[src/rtl/ysyx_25030085_pc_pkg.sv]
// Shared types and constants for the fetch/execute PC sequencer.
package ysyx_25030085_pc_pkg;

  typedef enum logic [2:0] {
    RESET_S,
    REQ,
    WAIT,
    EXEC,
    HALT,
    FAULT
  } state_e;

  localparam logic [1:0] JMP_NONE = 2'b00;
  localparam logic [1:0] JMP_JAL  = 2'b01;
  localparam logic [1:0] JMP_JALR = 2'b10;
  localparam logic [1:0] JMP_ILL  = 2'b11;

  localparam logic [1:0] TR_CALL = 2'b01;
  localparam logic [1:0] TR_RET  = 2'b10;

  localparam logic [31:0] DEFAULT_RESET_PC = 32'h8000_0000;

  localparam logic [4:0] RA   = 5'd1;
  localparam logic [4:0] ZERO = 5'd0;

endpackage

[src/rtl/ysyx_25030085_npc_gen.sv]
// Next-PC selection, alignment check and call/return classification.
module ysyx_25030085_npc_gen
  import ysyx_25030085_pc_pkg::*;
(
  input  logic [31:0] pc_i,
  input  logic [4:0]  rd_i,
  input  logic [4:0]  rs1_i,
  input  logic [1:0]  jump_i,
  input  logic        branch_i,
  input  logic [31:0] imm_i,
  input  logic [31:0] alu_result_i,
  output logic [31:0] npc_o,
  output logic        misaligned_o,
  output logic        is_call_o,
  output logic        is_ret_o
);

  // Jumps outrank a taken branch.
  always_comb begin
    npc_o = pc_i + 32'd4;
    if (jump_i == JMP_JAL)       npc_o = pc_i + imm_i;
    else if (jump_i == JMP_JALR) npc_o = alu_result_i & ~32'd1;
    else if (branch_i)           npc_o = alu_result_i;
  end

  assign misaligned_o = (npc_o[1:0] != 2'b00);
  assign is_call_o    = (rd_i == RA) && ((jump_i == JMP_JAL) || (jump_i == JMP_JALR));
  assign is_ret_o     = (jump_i == JMP_JALR) && (rd_i == ZERO) && (rs1_i == RA);

endmodule

[src/rtl/ysyx_25030085_pc_seq.sv]
// Multi-cycle fetch/execute sequencer owning the architectural PC and emitting ftrace events.
module ysyx_25030085_pc_seq
  import ysyx_25030085_pc_pkg::*;
#(
  parameter logic [31:0] RESET_PC      = DEFAULT_RESET_PC,
  parameter int unsigned FETCH_TIMEOUT = 255
) (
  input  logic        clk,
  input  logic        rst,
  output logic        ifu_req_valid,
  input  logic        ifu_req_ready,
  output logic [31:0] ifu_req_addr,
  input  logic        ifu_rsp_valid,
  output logic        ifu_rsp_ready,
  input  logic [31:0] ifu_rsp_inst,
  input  logic        ifu_rsp_err,
  output logic [31:0] pc,
  output logic [31:0] inst,
  output logic        exu_valid,
  input  logic        exu_done,
  input  logic [1:0]  jump,
  input  logic        branch,
  input  logic [31:0] imm,
  input  logic [31:0] alu_result,
  input  logic        halt_req,
  output logic        halted,
  output logic        trap,
  output logic        trace_valid,
  output logic [1:0]  trace_kind,
  output logic [31:0] trace_pc,
  output logic [31:0] trace_dnpc
);

  localparam logic [7:0] TMO_LAST = 8'(FETCH_TIMEOUT - 1);

  state_e      state_q, state_d;
  logic [31:0] pc_q, pc_d, inst_q, inst_d;
  logic [7:0]  tmo_q, tmo_d;
  logic        exu_valid_q, exu_valid_d;
  logic        trace_valid_q, trace_valid_d;
  logic [1:0]  trace_kind_q, trace_kind_d;
  logic [31:0] trace_pc_q, trace_pc_d, trace_dnpc_q, trace_dnpc_d;

  logic [31:0] npc;
  logic        misaligned, is_call, is_ret;

  ysyx_25030085_npc_gen u_npc_gen (
    .pc_i         (pc_q),
    .rd_i         (inst_q[11:7]),
    .rs1_i        (inst_q[19:15]),
    .jump_i       (jump),
    .branch_i     (branch),
    .imm_i        (imm),
    .alu_result_i (alu_result),
    .npc_o        (npc),
    .misaligned_o (misaligned),
    .is_call_o    (is_call),
    .is_ret_o     (is_ret)
  );

  always_ff @(posedge clk or negedge rst) begin
    if (!rst) begin
      state_q       <= RESET_S;
      pc_q          <= RESET_PC;
      inst_q        <= '0;
      tmo_q         <= '0;
      exu_valid_q   <= 1'b0;
      trace_valid_q <= 1'b0;
      trace_kind_q  <= '0;
      trace_pc_q    <= '0;
      trace_dnpc_q  <= '0;
    end else begin
      state_q       <= state_d;
      pc_q          <= pc_d;
      inst_q        <= inst_d;
      tmo_q         <= tmo_d;
      exu_valid_q   <= exu_valid_d;
      trace_valid_q <= trace_valid_d;
      trace_kind_q  <= trace_kind_d;
      trace_pc_q    <= trace_pc_d;
      trace_dnpc_q  <= trace_dnpc_d;
    end
  end

  always_comb begin
    state_d       = state_q;
    pc_d          = pc_q;
    inst_d        = inst_q;
    tmo_d         = tmo_q;
    exu_valid_d   = 1'b0;
    trace_valid_d = 1'b0;
    trace_kind_d  = trace_kind_q;
    trace_pc_d    = trace_pc_q;
    trace_dnpc_d  = trace_dnpc_q;
    case (state_q)
      RESET_S: state_d = REQ;
      REQ: begin
        if (ifu_req_ready) begin
          state_d = WAIT;
          tmo_d   = '0;
        end
      end
      WAIT: begin
        tmo_d = tmo_q + 8'd1;
        // A response arriving on the final timeout cycle is still honoured.
        if (ifu_rsp_valid) begin
          if (ifu_rsp_err) begin
            state_d = FAULT;
          end else begin
            inst_d      = ifu_rsp_inst;
            exu_valid_d = 1'b1;
            state_d     = EXEC;
          end
        end else if (tmo_q == TMO_LAST) begin
          state_d = FAULT;
        end
      end
      EXEC: begin
        if (exu_done) begin
          if (halt_req)              state_d = HALT;
          else if (jump == JMP_ILL)  state_d = FAULT;
          else if (misaligned)       state_d = FAULT;
          else begin
            pc_d    = npc;
            state_d = REQ;
            if (is_call || is_ret) begin
              trace_valid_d = 1'b1;
              trace_kind_d  = is_call ? TR_CALL : TR_RET;
              trace_pc_d    = pc_q;
              trace_dnpc_d  = npc;
            end
          end
        end
      end
      HALT:    state_d = HALT;
      FAULT:   state_d = FAULT;
      default: state_d = RESET_S;
    endcase
  end

  assign ifu_req_valid = (state_q == REQ);
  assign ifu_req_addr  = pc_q;
  assign ifu_rsp_ready = (state_q == WAIT);
  assign pc            = pc_q;
  assign inst          = inst_q;
  assign exu_valid     = exu_valid_q;
  assign halted        = (state_q == HALT);
  assign trap          = (state_q == FAULT);
  assign trace_valid   = trace_valid_q;
  assign trace_kind    = trace_kind_q;
  assign trace_pc      = trace_pc_q;
  assign trace_dnpc    = trace_dnpc_q;

endmodule
[config.mk]
export PLATFORM = sky130hd
export DESIGN_NAME = ysyx_25030085_pc_seq
export DESIGN_NICKNAME = d
export VERILOG_FILES = /design/src/rtl/ysyx_25030085_pc_pkg.sv /design/src/rtl/ysyx_25030085_npc_gen.sv /design/src/rtl/ysyx_25030085_pc_seq.sv
export SDC_FILE = /design/constraint.sdc
export NUM_CORES = 1
export LEC_CHECK = 0
export ABC_AREA = 1
export ABC_CLOCK_PERIOD_IN_PS = 6900
export CORE_MARGIN = 8
export CORE_UTILIZATION = 53
export DETAILED_ROUTE_END_ITERATION = 10
export GPL_ROUTABILITY_DRIVEN = 1
export GPL_TIMING_DRIVEN = 0
export PLACE_DENSITY = 0.88
export SYNTH_ARGS = -nofsm -noshare
export SYNTH_HDL_FRONTEND = slang
export SYNTH_SLANG_ARGS = --single-unit
[constraint.sdc]
create_clock -name clk -period 6.9 [get_ports clk]
set_input_delay 1.38 -clock clk [delete_from_list [all_inputs] [get_ports clk]]
set_output_delay 1.38 -clock clk [all_outputs]
set_load 0.02 [all_outputs]
# After elaboration in Yosys (flattened, before gate mapping)
# Cells that the tools add are included.
# word_totals
input_bits	106
out_inout_bits	168
register_bits	143
elab_cells	68
# classes
muxes	24
n_reduce_logical	14
n_eq_ne	14
bitwise	4
n_addsub	3
# op_table
cell	n
32-bit 2-to-1 mux	3
32-bit by 3-bit adder with 32-bit output (second input constant)	1
32-bit adder	1
3-bit 2-to-1 mux	8
3-bit one-hot mux with 6 select lines	1
8-bit one-hot mux with 2 select lines	1
5-bit by 1-bit equality test with 1-bit output (second input constant)	2
1-bit 2-to-1 mux	9
8-bit by 1-bit adder with 8-bit output (second input constant)	1
8-bit equality test (second input constant)	1
8-bit 2-to-1 mux	1
3-bit by 2-bit equality test with 1-bit output (second input constant)	2
3-bit equality test (second input constant)	2
3-bit AND reduction	2
6-bit AND reduction	1
5-bit logical NOT	1
5-bit AND reduction	1
2-bit equality test (second input constant)	2
1-bit inverter	4
2-bit nonzero test	2
3-bit by 1-bit equality test with 1-bit output (second input constant)	1
1-bit logical AND	3
3-bit logical NOT	1
3-bit by 2-bit != test with 1-bit output (second input constant)	1
other kinds (6)	7

# Depth between registers and ports, before layout
# logic_depth
depth_word	10
mapped_depth	14
mapped_depth_nobuf	14

# By module
# A second synthesis with hierarchy kept.
# hier_totals
hier_cells	1507
area_unflattened_um2	9820.7
# modules_own_cells
mod	instances	cells_each	area_per_inst_um2	seq_area_each_um2
ysyx_25030085_pc_seq	1	670	5864.4	3579.7
ysyx_25030085_npc_gen	1	837	3956.3	0.0

# Least setup slack after synthesis
# No wires, ideal clock.
# synth_timing
kind	input to register
from	input port imm[0]
to	register trace_pc_q[10], in the netlist trace_pc[10]
setup_slack_ns	3.656
path_buffers	2
arrival_time_ns	3.113
required_ns	6.770
setup_time_ns	0.130
cell_stages	12
path_cell_list	ha_1 > fa_1 > nor2_1 > nor2_1 > nor3_1 > nand2_2 > nor2_1 > nand3_1 > buf_2 > buf_2 > nand2_1 > o21ai_1
# synth_between
elab_chain_cells	5
# synth_rtl
item	line_no	text
start: declaration	ysyx_25030085_pc_seq.sv:23	input logic [31:0] imm,
32-bit adder	ysyx_25030085_npc_gen.sv:21	if (jump_i == JMP_JAL) npc_o = pc_i + imm_i;
32-bit 2-to-1 mux	ysyx_25030085_npc_gen.sv:21	
2-bit nonzero test	ysyx_25030085_npc_gen.sv:26	assign misaligned_o = (npc_o[1:0] != 2'b00);
1-bit inverter (no line)	n/a	
6-bit AND reduction (no line)	n/a	
end signal: assignment	ysyx_25030085_pc_seq.sv:80	trace_pc_q <= trace_pc_d;
end: declaration	ysyx_25030085_pc_seq.sv:42	logic [31:0] trace_pc_q, trace_pc_d, trace_dnpc_q, trace_dnpc_d;
# Every way passes these cells.
# A chain may end at the register's enable or synchronous reset.

# Worst setup path after layout
# layout_timing
from	input port imm[0]
to	register trace_dnpc_q[23], in the netlist trace_dnpc[23]
# layout_between
elab_chain_cells	5
# layout_rtl
item	line_no	text
32-bit adder *	ysyx_25030085_npc_gen.sv:21	
32-bit 2-to-1 mux *	ysyx_25030085_npc_gen.sv:21	
2-bit nonzero test	ysyx_25030085_npc_gen.sv:26	
1-bit inverter (no line)	n/a	
6-bit AND reduction (no line)	n/a	
end signal: assignment	ysyx_25030085_pc_seq.sv:81	trace_dnpc_q <= trace_dnpc_d;
end: declaration	ysyx_25030085_pc_seq.sv:42	
# Mark *: on every way between the ends. The rest lies on a longest branch, timed or not.

==> key figures <==
Die
  • Die Span Y: 151 um
  • Die width: 151 um
  • Initial core utilization: 53.8%
  • Top Ports: 274
  • CORE AREA: 0.0179 mm2
  • Die area: 0.0227 mm2
  • Site row count: 49

Yosys
  • Net Count, Synth: 1622
  • Post-synth cell types: 43
  • Yosys reg bits: 143
  • Mean Syn Cell Area: 6.51 um2
  • Synth Cell Area: 0.00962 mm2
  • Top cells by area, synth: dfrtp_1, nand2_1, inv_1
  • Top-count cell post-synth: nand2_1
  • Post-synth EDFFs: 0
  • Leading area contributor after synthesis: dfrtp_1
  • Synth Instances: 1478
  • Asr flop ratio synth: 100%
  • Synth top cells by count: nand2_1, inv_1, dfrtp_1
  • Seq/Total Area, Yosys: 37.2%
  • Synth Flop Type: dfrtp_1
  • Synth Warn #: 0
  • Synth top area share: 36.9%

STA
  • FMAX: 0.260 GHz
  • Max-slew headroom: 53.3%
  • Clock Skews: 0.0102 ns
  • Final hold slack: 0.482 ns
  • Final number of setup-violating endpoints: 0
  • Setup TNS Final: 0 ns
  • Least-Margin Pin Slew: 0.700 ns
  • Minimum clock period: 3.85 ns
  • Fin crit share: 55.7%
  • RSZ-0062 raised after global routing: false
  • Max Slew Vio Count: 0
  • Final Hold Fails: 0

Critical path
  • CP max FO: 10
  • Crit path DAT: 4.20 ns
  • Setup CP Type: in -> reg
  • R2R cell count: 12
  • Data required time of the critical path: 7.26 ns
  • CP Capture Type: flop
  • Critical path launch point type: primary input

Global routing
  • Vias in the first global route: 10800
  • Initial antenna violation count: 0
  • First-pass GRT wire length: 59.3 mm
  • Total GRT Usage: 34.0%
  • Largest net degree at the start of global routing: 100
  • Global route overflow: 0

Clocking
  • CTS sink cnt: 143
  • H-tree Lvls: 4
  • CTS clk-pin slew, worst paths: 0.07 ns
  • CTS Hold Bufs: 0
  • Post-CTS Resized: 0
  • Buffer count from post-CTS setup fixing: 0
  • CTS root buf: clkbuf_16
  • Worst-Skew Late Latency: 0.42 ns
  • CTS tree: done
  • CTS buffer count: 17
  • Deepest clock path buffer count: 2

Drt
  • DRC violations left: 0
  • Drt total wl: 38.9 mm
  • Vias: 11000
  • Vias per cell: 5.47
  • Average wire per standard cell: 19.3 um
  • 1st-iter DRT viols: 934
  • Drt pass-1 iters: 5
  • ANT nets after route: 0

Cells and area
  • Layout cell share with drive strength beyond 1: 5.27%
  • Filler cells: 1439
  • # nets final: 1915
  • Final cell count without fillers: 2013
  • ANT cells: 0
  • Layout area overhead: 37.9%

Min path
  • Hold depth: 2
  • Worst Hold Class: reg -> reg

Power and ir drop
  • Total Power: 5140 uW
  • Pwr/cell area: 387 mW/mm2
  • Leak: 0.00680 uW
  • VDD IR max: 0.273 mV

Placed design
  • Post-DP HPWL: 30.6 mm
  • Inst Count DP: 1981
  • Final estimated routing congestion in global placement: 0.966
  • I/O Buffers: 273

Status
  • Status: complete, no violations

Flow run
  • Maxcap violations: 0
per-layer routing:
layer  vias to the layer above  wire length, um  global-route usage [%]
met5                         -                0                       0
met4                         0             1380                    13.3
met3                       110             4300                    10.2
met2                       648            18700                    57.3
met1                      5057            14500                    40.0
li1                       5196                -                       -
cell usage in the layout, fill, tap and decap left out, drive strengths merged, types with 33 or more instances in the layout:
master         instances
a21oi                 45
buf                   54
clkbuf                33
clkdlybuf4s50        272
dfrtp                142
ha                    37
inv                  195
nand2                615
nand3                 90
nor2                 126
o21ai                 90
flip-flops by register name (all words and copies together), names as in the netlist:
register / cells
exu_valid: 1
ifu_req_addr: 32
inst: 32
state_q: 3
tmo_q: 8
trace_dnpc: 32
trace_kind: 2
trace_pc: 32
trace_valid: 1
power breakdown:
part	switching, uW	internal [uW]	total, uW	leakage (uW)
registers	405	1070	1470	0.00189
clock network	420	518	938	0.000292
logic	1610	1120	2730	0.00462
area by class of cell:
| type | count | area (um2) | share of cell area (%) |
|---|---|---|---|
| tap | 229 | 287 | 2.16 |
| multi-input combinational | 1080 | 4940 | 37.2 |
| sequential | 143 | 3580 | 27.0 |
| timing repair buffer | 274 | 2760 | 20.8 |
| clock inverter | 15 | 173 | 1.30 |
| buffer | 68 | 403 | 3.04 |
| clock buffer | 17 | 425 | 3.21 |
| inverter | 187 | 702 | 5.29 |
path summary, 6_finish.rpt:
check	start	to	slack, ns
min in group asynchronous	rst	inst[0]$_DFFE_PN0P_	0.86
max in group asynchronous	rst	ifu_req_addr[31]$_DFFE_PN1P_	5.19
hold reg to reg	trace_dnpc[30]$_DFFE_PN0P_	trace_dnpc[30]$_DFFE_PN0P_	0.48
hold / removal	trace_dnpc[30]$_DFFE_PN0P_	trace_dnpc[30]$_DFFE_PN0P_	0.48
setup / recovery	imm[0]	trace_dnpc[23]$_DFFE_PN0P_	3.05
setup reg to reg	ifu_req_addr[0]$_DFFE_PN0P_	trace_dnpc[23]$_DFFE_PN0P_	3.92
metrics by stage:
stage	instance area [um2]	util (%)	setup slack (ns)
final	13300	74.1	3.05
after global routing	13300	74.1	2.93
after floorplan	9620	-	3.66
after CTS	13300	74.1	3.09
after detailed placement	12700	70.8	2.66
after global placement	12600	70.6	-1.20
kinds of logic after synthesis:
| kind of cell | after synthesis | share of synthesized area, % |
|---|---|---|
| muxes | 1 | 0.104 |
| and+or+nand+nor | 872 | 36.4 |
| buffers and inverters | 255 | 11.5 |
| xor gates and xnor gates | 11 | 1.00 |
| adders and majority gates | 38 | 5.02 |
| DFF | 143 | 37.2 |
| AOI/OAI and AO/OA | 158 | 8.83 |
worst max-delay path, cell delays in order:
cell	delay (ns)
clkdlybuf4s50_1	0.46
ha_1	0.20
fa_1	0.43
nor2_1	0.23
nor2_1	0.07
nor3_1	0.18
nand2_2	0.13
nor3_4	0.37
nand4_1	0.22
nand2_2	0.21
buf_6	0.18
nand2_1	0.07
nand2_1	0.07
Power figures use the tool's default switching activity.
